**src/rtl/gf180mcu_fd_io__in_filt_pkg.sv**
```systemverilog
// Shared types and sizing helpers for the pad input filter.
// Imported by gf180mcu_fd_io__in_filt.
package gf180mcu_fd_io__in_filt_pkg;

    typedef enum logic {
        STABLE = 1'b0,
        CHECK  = 1'b1
    } filt_state_e;

    localparam int GCNT_W = 8;

    // Qualification counter must hold DEB_CYCLES; never narrower than one bit.
    function automatic int cnt_width(input int deb_cycles);
        int w;
        w = $clog2(deb_cycles + 1);
        return (w < 1) ? 1 : w;
    endfunction

endpackage

```
**src/rtl/gf180mcu_fd_io__sync_chain.sv**
```systemverilog
// Multi-flop synchroniser bringing an asynchronous level into the clk domain.
// Output is the last flop of the chain; all flops reset to RST_VAL.
module gf180mcu_fd_io__sync_chain #(
    parameter int   SYNC_STAGES = 2,
    parameter logic RST_VAL     = 1'b0
) (
    input  logic clk,
    input  logic rst_n,
    input  logic d,
    output logic q
);

    logic [SYNC_STAGES-1:0] sync_reg;

    always_ff @(posedge clk or negedge rst_n) begin
        if (!rst_n) begin
            sync_reg <= {SYNC_STAGES{RST_VAL}};
        end else begin
            sync_reg <= {sync_reg[SYNC_STAGES-2:0], d};
        end
    end

    assign q = sync_reg[SYNC_STAGES-1];

endmodule

```
**src/rtl/gf180mcu_fd_io__in_filt.sv**
```systemverilog
// Pad input conditioner: synchroniser, debounce FSM, rise/fall event pulses.
// Optional glitch counter enabled by defining GF180MCU_FD_IO_GLITCH_CNT_EN.
module gf180mcu_fd_io__in_filt
    import gf180mcu_fd_io__in_filt_pkg::*;
#(
    parameter int   SYNC_STAGES = 2,
    parameter int   DEB_CYCLES  = 4,
    parameter logic RST_VAL     = 1'b0
) (
    input  logic              CLK,
    input  logic              RN,
    input  logic              PAD_Y,
    input  logic              EN,
`ifdef GF180MCU_FD_IO_GLITCH_CNT_EN
    input  logic              GCNT_CLR,
    output logic [GCNT_W-1:0] GLITCH_CNT,
`endif
    output logic              Y_SYNC,
    output logic              Y_DEB,
    output logic              RISE,
    output logic              FALL
);

    localparam int CNT_W = cnt_width(DEB_CYCLES);

    logic y_sync;
    logic y_deb_reg, y_deb_next;
    logic rise_reg, rise_next;
    logic fall_reg, fall_next;
    logic reject;

    gf180mcu_fd_io__sync_chain #(
        .SYNC_STAGES (SYNC_STAGES),
        .RST_VAL     (RST_VAL)
    ) u_sync (
        .clk   (CLK),
        .rst_n (RN),
        .d     (PAD_Y),
        .q     (y_sync)
    );

    generate
        if (DEB_CYCLES == 0) begin : g_bypass
            // No qualification: follow the synchronised level whenever enabled.
            always_comb begin
                y_deb_next = y_deb_reg;
                rise_next  = 1'b0;
                fall_next  = 1'b0;
                reject     = 1'b0;
                if (EN) begin
                    y_deb_next = y_sync;
                    rise_next  = y_sync & ~y_deb_reg;
                    fall_next  = ~y_sync & y_deb_reg;
                end
            end
        end else begin : g_fsm
            localparam logic [CNT_W-1:0] CNT_MAX = CNT_W'(DEB_CYCLES);

            filt_state_e      state_reg, state_next;
            logic [CNT_W-1:0] cnt_reg, cnt_next;

            always_ff @(posedge CLK or negedge RN) begin
                if (!RN) begin
                    state_reg <= STABLE;
                    cnt_reg   <= '0;
                end else begin
                    state_reg <= state_next;
                    cnt_reg   <= cnt_next;
                end
            end

            always_comb begin
                state_next = state_reg;
                cnt_next   = cnt_reg;
                y_deb_next = y_deb_reg;
                rise_next  = 1'b0;
                fall_next  = 1'b0;
                reject     = 1'b0;
                if (!EN) begin
                    state_next = STABLE;
                    cnt_next   = '0;
                end else begin
                    case (state_reg)
                        STABLE: begin
                            if (y_sync != y_deb_reg) begin
                                state_next = CHECK;
                                cnt_next   = CNT_W'(1);
                            end
                        end
                        CHECK: begin
                            if (y_sync == y_deb_reg) begin
                                // Level went back before qualifying: a glitch.
                                state_next = STABLE;
                                cnt_next   = '0;
                                reject     = 1'b1;
                            end else if (cnt_reg < CNT_MAX) begin
                                cnt_next = cnt_reg + CNT_W'(1);
                            end else begin
                                state_next = STABLE;
                                cnt_next   = '0;
                                y_deb_next = y_sync;
                                rise_next  = y_sync;
                                fall_next  = ~y_sync;
                            end
                        end
                        default: begin
                            state_next = STABLE;
                            cnt_next   = '0;
                        end
                    endcase
                end
            end
        end
    endgenerate

    always_ff @(posedge CLK or negedge RN) begin
        if (!RN) begin
            y_deb_reg <= RST_VAL;
            rise_reg  <= 1'b0;
            fall_reg  <= 1'b0;
        end else begin
            y_deb_reg <= y_deb_next;
            rise_reg  <= rise_next;
            fall_reg  <= fall_next;
        end
    end

    assign Y_SYNC = y_sync;
    assign Y_DEB  = y_deb_reg;
    assign RISE   = rise_reg;
    assign FALL   = fall_reg;

`ifdef GF180MCU_FD_IO_GLITCH_CNT_EN
    logic [GCNT_W-1:0] gcnt_reg, gcnt_next;

    // Clear has priority over a same-cycle rejection; count saturates.
    always_comb begin
        gcnt_next = gcnt_reg;
        if (GCNT_CLR) begin
            gcnt_next = '0;
        end else if (reject && (gcnt_reg != {GCNT_W{1'b1}})) begin
            gcnt_next = gcnt_reg + GCNT_W'(1);
        end
    end

    always_ff @(posedge CLK or negedge RN) begin
        if (!RN) begin
            gcnt_reg <= '0;
        end else begin
            gcnt_reg <= gcnt_next;
        end
    end

    assign GLITCH_CNT = gcnt_reg;
`else
    logic unused_reject;
    assign unused_reject = reject;
`endif

endmodule

```
**config.mk**
```make
export PLATFORM = sky130hd
export DESIGN_NAME = gf180mcu_fd_io__in_filt
export DESIGN_NICKNAME = d
export VERILOG_FILES = /design/src/rtl/gf180mcu_fd_io__in_filt_pkg.sv /design/src/rtl/gf180mcu_fd_io__sync_chain.sv /design/src/rtl/gf180mcu_fd_io__in_filt.sv
export SDC_FILE = /design/constraint.sdc
export NUM_CORES = 1
export LEC_CHECK = 0
export CAP_MARGIN = 20
export CORE_AREA = 2 2 39 41
export DETAILED_ROUTE_END_ITERATION = 7
export DIE_AREA = 0 0 41 43
export DONT_BUFFER_PORTS = 1
export MAX_ROUTING_LAYER = met4
export SLEW_MARGIN = 20
export SYNTH_ARGS = -nofsm -noshare
export SYNTH_HDL_FRONTEND = slang
export SYNTH_SLANG_ARGS = --single-unit
export TNS_END_PERCENT = 1
```
**constraint.sdc**
```tcl
create_clock -name CLK -period 1.45 [get_ports CLK]
set_clock_uncertainty 0.1 [all_clocks]
set_input_delay 0.2175 -clock CLK [delete_from_list [all_inputs] [get_ports CLK]]
set_output_delay 0.2175 -clock CLK [all_outputs]
set_load 0.005 [all_outputs]
```
# After elaboration in Yosys (flattened, before gate mapping)
# Index checks and enable logic that the tools add are counted.
dict set report totals {
  ff_bits 9
  latch_bits 0
  ramBits 0
  rom_bits 0
  input_bits 4
  mem_count 0
}
dict set report op_classes {
  add_sub_neg 1
  mul 0
  div 0
  magnitude_cmp 1
  n_eq_ne 3
  shifts 0
  muxes 18
  bitwise 4
  reduce_logical 1
}
# op count
set op_table {}
lappend op_table {{$mux 1} 12}
lappend op_table {{$mux 3} 4}
lappend op_table {{$pmux 3 s2} 1}
lappend op_table {{$not 1->1} 4}
lappend op_table {{$reduce_and 4->1} 1}
lappend op_table {{$add 3x1->3 const B} 1}
lappend op_table {{$lt 3x3->1 const B} 1}
lappend op_table {{$ne 3x3->1 const B} 1}
lappend op_table {{$pmux 1 s2} 1}
lappend op_table {{$eq 1x1->1} 1}
lappend op_table {{$ne 1x1->1} 1}

# Depth between registers and ports, before layout
# Gate-level depths: netlist of run 1.
dict set report logic_depth {
  depth_word 5
  mapped_depth 3
  ltp_nobuf 3
}

# Hierarchy
# Synthesis of run 1 repeated with hierarchy kept, for this count alone.
dict set report hier_totals {
  cells_unflattened 26
  area_unflattened_um2 374.1
}
# module instances cells_each area_per_inst_um2
set by_module_without_submodules {}
lappend by_module_without_submodules {gf180mcu_fd_io__in_filt 1 24 324.1}
lappend by_module_without_submodules {gf180mcu_fd_io__sync_chain 1 2 50.0}

# Least setup slack after synthesis of run 1
# No wires, ideal clock.
dict set report synth_path {
  kind {register -> register}
  start {register u_sync.sync_reg[1]}
  end {register g_fsm.cnt_reg[1]}
  setup_ns 0.079
  arrival_time_ns 0.888
  required_ns 1.271
  setup_slack_ns 0.382
  stages_incl_launch_ff 3
  path_buffers 0
  synth_period_minus_slack_ns 1.068
  path_cell_list {dfrtp_1 > xnor2_1 > mux2i_1}
}
dict set report synth_via {
  elab_chain_len 4
  word_cells_on_any_way 6
}
# element line_no
set synth_lines {}
lappend synth_lines {{from (decl)} gf180mcu_fd_io__sync_chain.sv:13} ;# logic [SYNC_STAGES-1:0] sync_reg;
lappend synth_lines {{from (signal assigned)} gf180mcu_fd_io__sync_chain.sv:17} ;# sync_reg <= {SYNC_STAGES{RST_VAL}};
lappend synth_lines {{from (signal assigned)} gf180mcu_fd_io__sync_chain.sv:19} ;# sync_reg <= {sync_reg[SYNC_STAGES-2:0], d};
lappend synth_lines {{$eq 1x1->1} gf180mcu_fd_io__in_filt.sv:91} ;# if (y_sync == y_deb_reg) begin
lappend synth_lines {{$mux 3} gf180mcu_fd_io__in_filt.sv:91}
lappend synth_lines {{$pmux 3 s2} gf180mcu_fd_io__in_filt.sv:83} ;# case (state_reg)
lappend synth_lines {{$mux 3} gf180mcu_fd_io__in_filt.sv:79} ;# if (!EN) begin
lappend synth_lines {{to (signal assigned)} gf180mcu_fd_io__in_filt.sv:68} ;# cnt_reg <= cnt_next;
lappend synth_lines {{to (decl)} gf180mcu_fd_io__in_filt.sv:60} ;# logic [CNT_W-1:0] cnt_reg, cnt_next;
# Several ways; a longest one is shown, not always the timed one.
# A chain may end at the register's enable or synchronous reset.

# Worst setup path in the final report of run 1
# Same ends and word-level chain as after synthesis.

==> results.rst, run 1 <==
.. list-table::
   :header-rows: 1

   * - Metric
     - Value
   * - Worst flop-to-flop path startpoint
     - u_sync.sync_reg[1]
   * - Arrival time of data at the critical path endpoint
     - 1270 ps
   * - Signed area change from the synthesized netlist to the final layout
     - 20.40%
   * - Iteration-0 DRC count of the detailed router
     - 3
   * - Clock latency on the worst-skew pair
     - 260 ps
   * - Maximum number of pins on one net before global-route repair
     - 10
   * - Syn_area_per_cell
     - about 14 sq um
   * - CP Max Fanout
     - 6
   * - Die Span Y
     - roughly 43 microns
   * - Count of nets after finishing
     - 39
   * - Number of top-level pins
     - 8
   * - Final critical delay including setup and external delays
     - about 1200 ps
   * - Number of standard cells in the final layout excluding fillers
     - 49
   * - Total power
     - around 0.48 mW
   * - Share of layout cells above drive strength 1
     - 0.1818
   * - Max Clk Rate
     - around 0.84 GHz
   * - Syn_nets
     - 31
   * - Cell count of the worst hold path
     - 2
   * - Placed cell count
     - between 40 and 50
   * - Vias in the first global route
     - approximately 290
   * - Post-CTS Setup Repair Bufs
     - 0
   * - Total Die Area
     - 1763 sq um
   * - Share of power burned in registers
     - 0.560
   * - Core Rows
     - 14
   * - Fill count
     - about 140
   * - CTS buffer count
     - 3
   * - Area post-placement
     - 394.1 sq um
   * - Via count normalized by instance count
     - 4.816
   * - Status
     - finished clean
   * - Number of cells produced by synthesis
     - 26
   * - Sinks on Clock Net
     - 9
   * - Internal power component
     - ~0.38 mW
   * - Peak ir drop on the vdd network
     - 420.8 uV
   * - Diodes inserted
     - 0
   * - Utilization of the core after routing
     - 0.3255
   * - YS warnings
     - 0
   * - CP endpoint kind
     - flop
   * - Clock slew at the register clock pins of the worst setup and hold paths
     - 60 ps
   * - Final clock period utilization by the worst path
     - 0.8218
   * - Post-synthesis sequential element count
     - 9
   * - DR WL/cell
     - about 14 microns
   * - Total global routing overflow
     - 0
   * - Worst reg2reg path endpoint
     - g_fsm.cnt_reg[1]
   * - Worst hold slack
     - 26.43 ps
   * - Final Wtd Congestion
     - between 0.7 and 0.8
   * - Worst rel slew slack
     - 0.7413
   * - Reg2Reg Setup Slack
     - ~260 ps
   * - Power Dens Cells
     - between 1000 and 1500 nW/um^2
   * - H-tree lvl count
     - 1
   * - Endpoint with the worst hold slack
     - g_fsm.cnt_reg[2]
   * - Start point of the worst hold path
     - EN
   * - Final setup violation count
     - 0
   * - Die span in x
     - around 40 microns
   * - Clock tree from TritonCTS
     - built
   * - Starting utilization of the core area
     - 0.2703
   * - Share of total power in combinational logic
     - 0.049
   * - Buffers and inverters on the worst path
     - 0
   * - Routed wire length
     - around 700 microns
   * - Maximum buffer depth of the clock tree
     - 2
   * - Slowest-stage cell, CP
     - sky130_fd_sc_hd__dfrtp_1
   * - Setup repair after global routing missed its margin
     - false
   * - Antenna violations before repair
     - 0
   * - Number of cell instances on the worst register-to-register path
     - 2
   * - Root Driver
     - sky130_fd_sc_hd__clkbuf_4
   * - Post-Place Setup Slack
     - ~230 ps
   * - Wire length of the first global-routing pass
     - around 1200 microns
   * - Total standard cell area after synthesis
     - between 300 and 400 sq um
   * - Area of all placed cells without fillers
     - ~450 sq um
   * - Number of search-and-repair iterations in the first detailed-routing pass
     - 4
   * - Relative contribution of the clock network to total power
     - 0.391
   * - Pins Over Slew Limit
     - 0
   * - Lkg Pwr
     - about 0.21 nW
   * - IO Port Bufs
     - 0
   * - Drc violations
     - 0
   * - Setup TNS
     - 0 ps
   * - Number of vias after detailed routing
     - 236
   * - Placeable Area
     - roughly 1400 sq um
   * - Sequential cell area fraction in the yosys report
     - 0.6020
   * - Worst setup SP type
     - flop
   * - Endpoints failing hold
     - 0
   * - Antenna Nets Post-Route
     - 0
   * - Delay contributed by the slowest stage of the critical path
     - 470 ps
   * - Worst Tran Pin Value
     - between 300 and 400 ps
   * - Min setup slack post-route
     - 258.4 ps
   * - Cell variety after synth
     - 14
   * - Crit Path Class
     - flop to flop
   * - Switching power summed over all nets
     - between 0.09 and 0.1 mW
   * - GRT Total Usage
     - 0.1108
   * - Detailed Place HPWL
     - 462.3 microns
   * - Flip-flop count of the largest register, all copies and words added
     - 3
   * - Number of max-cap violations
     - 0
   * - Worst path top cell family by delay
     - flip-flops
   * - Cell Chain, Critical Path
     - xnor2_1 -> mux2i_1
   * - Number of cells upsized or downsized after cts
     - 0
   * - Switching power share of the total
     - 0.2078
   * - HP Class
     - input port to flop
   * - Required time worst endpoint
     - roughly 1500 ps
layer usage:
layer,GRT usage,part of all wire,vias to the layer above
li1,-,-,109
met1,0.1520,0.39,115
met2,0.1344,0.51,12
met3,0.03141,0.093,0
met4,0.08000,0,0
met5,-,0,-
cells by family after synthesis:
family | after synthesis | share of synthesized area
multiplexers | 3 | 0.09364
flip-flops | 9 | 0.6020
AO/OA/AOI/OAI | 2 | 0.04012
AND/OR/NAND/NOR | 9 | 0.1839
adder cells (fa/ha/maj) | 1 | 0.03344
XOR/XNOR | 2 | 0.04683
worst max path at each step:
stage                                  start                to  slack [ps]  cells after the start
final                     u_sync.sync_reg[1]  g_fsm.cnt_reg[1]         260                      2
after global routing      u_sync.sync_reg[1]  g_fsm.cnt_reg[2]         190                      2
after CTS                 u_sync.sync_reg[1]  g_fsm.cnt_reg[1]         240                      2
after detailed placement  u_sync.sync_reg[1]  g_fsm.cnt_reg[1]         230                      2
after global placement    u_sync.sync_reg[1]  g_fsm.cnt_reg[1]         320                      2
after floorplan           u_sync.sync_reg[1]  g_fsm.cnt_reg[1]         380                      2
synthesized netlist by cell type:
cell type / instances / area (sq um)
sky130_fd_sc_hd__nand3b_1: 2 / 15.01
sky130_fd_sc_hd__xnor2_1: 1 / 8.760
sky130_fd_sc_hd__nand4b_1: 2 / 17.52
sky130_fd_sc_hd__and3_2: 1 / 7.510
sky130_fd_sc_hd__mux2i_1: 2 / 20.02
sky130_fd_sc_hd__xor2_1: 1 / 8.760
sky130_fd_sc_hd__ha_1: 1 / 12.51
sky130_fd_sc_hd__nor3b_1: 2 / 15.01
sky130_fd_sc_hd__dfrtp_1: 9 / 225.2
sky130_fd_sc_hd__o21ai_0: 1 / 5.000
sky130_fd_sc_hd__nand3_2: 1 / 10.01
sky130_fd_sc_hd__o211a_1: 1 / 10.01
sky130_fd_sc_hd__nand2_1: 1 / 3.750
sky130_fd_sc_hd__mux2_4: 1 / 15.01
timing repair:
action,4_1_cts,5_1_grt
hold buffers,3,0
hold endpoints to repair,11,0
setup endpoints to repair,0,0
cell type report:
cell class | count | area [sq um] | share of cell area
Clock buffer | 4 | 26.28 | 0.05833
Multi-Input combinational cell | 17 | 148.9 | 0.3306
Sequential cell | 9 | 225.2 | 0.5000
Tap cell | 16 | 20.02 | 0.04444
Timing Repair Buffer | 3 | 30.03 | 0.06667
power groups by stage:
| stage | registers, mW | logic (mW) | clock network [mW] |
|---|---|---|---|
| after detailed placement | 0.271 | 0.0122 | 0 |
| after CTS | 0.267 | 0.0241 | 0.197 |
| after floorplan | 0.269 | 0.0110 | 0 |
| after global placement | 0.270 | 0.0115 | 0 |
| after global routing | 0.268 | 0.0268 | 0.209 |
| final | 0.267 | 0.0233 | 0.186 |
cell usage in the layout, fill, tap and decap left out:
cell type / instances
sky130_fd_sc_hd__xor2_1: 1
sky130_fd_sc_hd__o21ai_0: 1
sky130_fd_sc_hd__ha_1: 1
sky130_fd_sc_hd__mux2_4: 1
sky130_fd_sc_hd__nand2_1: 1
sky130_fd_sc_hd__clkbuf_4: 3
sky130_fd_sc_hd__nor3b_1: 2
sky130_fd_sc_hd__nand4b_1: 2
sky130_fd_sc_hd__o211a_1: 1
sky130_fd_sc_hd__xnor2_1: 1
sky130_fd_sc_hd__nand3b_1: 2
sky130_fd_sc_hd__nand3_2: 1
sky130_fd_sc_hd__mux2i_1: 2
sky130_fd_sc_hd__and3_2: 1
sky130_fd_sc_hd__dlygate4sd3_1: 3
sky130_fd_sc_hd__dfrtp_1: 9
sky130_fd_sc_hd__clkbuf_1: 1
Power figures use the tool's default switching activity.
==> run 2: changes to the inputs <==
==> constraint.sdc (replaced) <==
create_clock -name CLK -period 1.1 [get_ports CLK]
set_clock_uncertainty 0.1 [all_clocks]
set_input_delay 0.165 -clock CLK [delete_from_list [all_inputs] [get_ports CLK]]
set_output_delay 0.165 -clock CLK [all_outputs]
set_load 0.005 [all_outputs]
==> results.rst, run 2 (synthesized netlist as in run 1, its figures left out) <==
.. list-table::
   :header-rows: 1

   * - Metric
     - Value
   * - Fill count
     - between 100 and 150
   * - Cell with the most instances on the worst path
     - sky130_fd_sc_hd__buf_6
   * - Most used cells in the layout excluding fill and tap cells
     - sky130_fd_sc_hd__dfrtp_1, sky130_fd_sc_hd__clkbuf_4, sky130_fd_sc_hd__buf_6
   * - Number of search-and-repair iterations in the first detailed-routing pass
     - 2
   * - Status
     - finished with violations
   * - Total power
     - 0.6467 mW
   * - Clock latency on the worst-skew pair
     - roughly 260 ps
   * - Start point of the worst hold path
     - EN
   * - Maximum buffer depth of the clock tree
     - 2
   * - Reg2Reg Setup Slack
     - -50 ps
   * - Die span in x
     - between 40 and 50 microns
   * - Sinks on Clock Net
     - 9
   * - Endpoints failing hold
     - 6
   * - Setup repair after global routing missed its margin
     - true
   * - Drc violations
     - 0
   * - Iteration-0 DRC count of the detailed router
     - 2
   * - Detailed Place HPWL
     - between 400 and 500 microns
   * - Wire length of the first global-routing pass
     - between 1000 and 1500 microns
   * - Required time worst endpoint
     - between 800 and 900 ps
   * - CP Max Fanout
     - 3
   * - Min setup slack post-route
     - -81.58 ps
   * - Final Wtd Congestion
     - just over 0.7
   * - Max Clk Rate
     - 0.8463 GHz
   * - Final setup violation count
     - 4
   * - Routed wire length
     - roughly 650 microns
   * - Number of max-cap violations
     - 0
   * - Die Span Y
     - between 40 and 50 microns
   * - Maximum number of pins on one net before global-route repair
     - 10
   * - Number of top-level pins
     - 8
   * - Crit Path Class
     - flop to primary output
   * - Total Die Area
     - 1763 sq um
   * - Number of standard cells in the final layout excluding fillers
     - 52
   * - IO Port Bufs
     - 0
   * - Clock slew at the register clock pins of the worst setup and hold paths
     - about 60 ps
   * - Signed area change from the synthesized netlist to the final layout
     - 28.76%
   * - Cell Chain, Critical Path
     - buf_6 -> buf_6
   * - Final critical delay including setup and external delays
     - around 1200 ps
   * - Worst setup SP type
     - flop
   * - Buffers and inverters on the worst path
     - 2
   * - Antenna Nets Post-Route
     - 0
   * - Placeable Area
     - ~1400 sq um
   * - Via count normalized by instance count
     - 4.673
   * - Final clock period utilization by the worst path
     - 1.074
   * - H-tree lvl count
     - 1
   * - Lkg Pwr
     - 0.2240 nW
   * - CTS buffer count
     - 3
   * - Pins Over Slew Limit
     - 0
   * - Worst rel slew slack
     - 0.7454
   * - Count of nets after finishing
     - between 40 and 50
   * - HP Class
     - input port to flop
   * - GRT Total Usage
     - 0.1076
   * - Share of layout cells above drive strength 1
     - 0.2778
   * - CP endpoint kind
     - primary output
   * - Worst flop-to-flop path startpoint
     - u_sync.sync_reg[1]
   * - Worst Tran Pin Value
     - ~380 ps
   * - Placed cell count
     - 45
   * - Delay contributed by the slowest stage of the critical path
     - about 420 ps
   * - Total global routing overflow
     - 0
   * - Clock tree from TritonCTS
     - built
   * - Power Dens Cells
     - about 1300 nW/um^2
   * - Vias in the first global route
     - 260
   * - DR WL/cell
     - roughly 13 microns
   * - Violated checks
     - negative hold slack, negative setup slack
   * - Worst hold slack
     - -72.48 ps
   * - Root Driver
     - sky130_fd_sc_hd__clkbuf_4
   * - Most common cell after layout, fill and taps aside
     - sky130_fd_sc_hd__dfrtp_1
   * - CTS Hold Bufs
     - 2
   * - Slowest-stage cell, CP
     - sky130_fd_sc_hd__dfrtp_1
   * - Startpoint of the most critical setup path
     - u_sync.sync_reg[1]
   * - Utilization of the core after routing
     - 0.3481
   * - Post-Place Setup Slack
     - around 8.6 ps
   * - Number of vias after detailed routing
     - about 240
   * - Flip-flop count of the largest register, all copies and words added
     - 3
   * - Diodes inserted
     - 0
   * - Arrival time of data at the critical path endpoint
     - 920 ps
   * - Starting utilization of the core area
     - 0.2703
   * - Peak ir drop on the vdd network
     - 695.5 uV
   * - Antenna violations before repair
     - 0
   * - Worst path top cell family by delay
     - flip-flops
   * - Core Rows
     - 14
[run 2: cell types whose count changed in the layout (fill, tap and decap cells not counted), sizes merged]
cell         previous run  this run
buf                     0         4
dlygate4sd3             3         2
[run 2: metal layers]
metal	GRT usage	vias to the layer above	routed length, microns
met1	0.1216	115	299
li1	-	116	-
met3	0.05759	2	63
met5	-	-	0
met2	0.1375	10	274
met4	0.08000	0	17
[run 2: final timing paths]
kind	to	cells after the start
max	Y_SYNC	2
min	g_fsm.cnt_reg[0]	1
max reg2reg	Y_DEB	3
min reg2reg	u_sync.sync_reg[1]	0
max in group asynchronous	g_fsm.state_reg	1
min in group asynchronous	FALL	1
[run 2: timing repair]
item | in CTS | in global routing
hold endpoints to repair | 16 | 6
resized for setup | 3 | 0
cloned | 0 | 0
buffers inserted | 1 | 0
endpoints found under the setup margin | 3 | 5
[run 2: worst reg2reg max path: stages (launching register included)]
cell and delay, ps:
sky130_fd_sc_hd__dfrtp_1 420, sky130_fd_sc_hd__buf_6 140, sky130_fd_sc_hd__buf_4 130, sky130_fd_sc_hd__mux2_4 260
[run 2: final cells by class]
class                           instances  area, sq um  area share
Clock buffer                            4        26.28     0.05455
Multi-Input combinational cell         17        148.9      0.3091
Sequential cell                         9        225.2      0.4675
Tap cell                               16        20.02     0.04156
Timing Repair Buffer                    6        61.31      0.1273
[run 2: through the flow]
stage | setup TNS (ps) | instance area, sq um
final | -182.7 | 481.7
after global routing | -448.4 | 481.7
after CTS | -166.0 | 481.7
after detailed placement | 0 | 416.7
after global placement | 0 | 416.7
after floorplan | 0 | 374.1
[run 2: report_power, final]
group | internal, mW | switching [mW] | total (mW)
Clock | 0.140 | 0.118 | 0.258
Sequential | 0.340 | 0.00879 | 0.349
Combinational | 0.0244 | 0.0157 | 0.0401
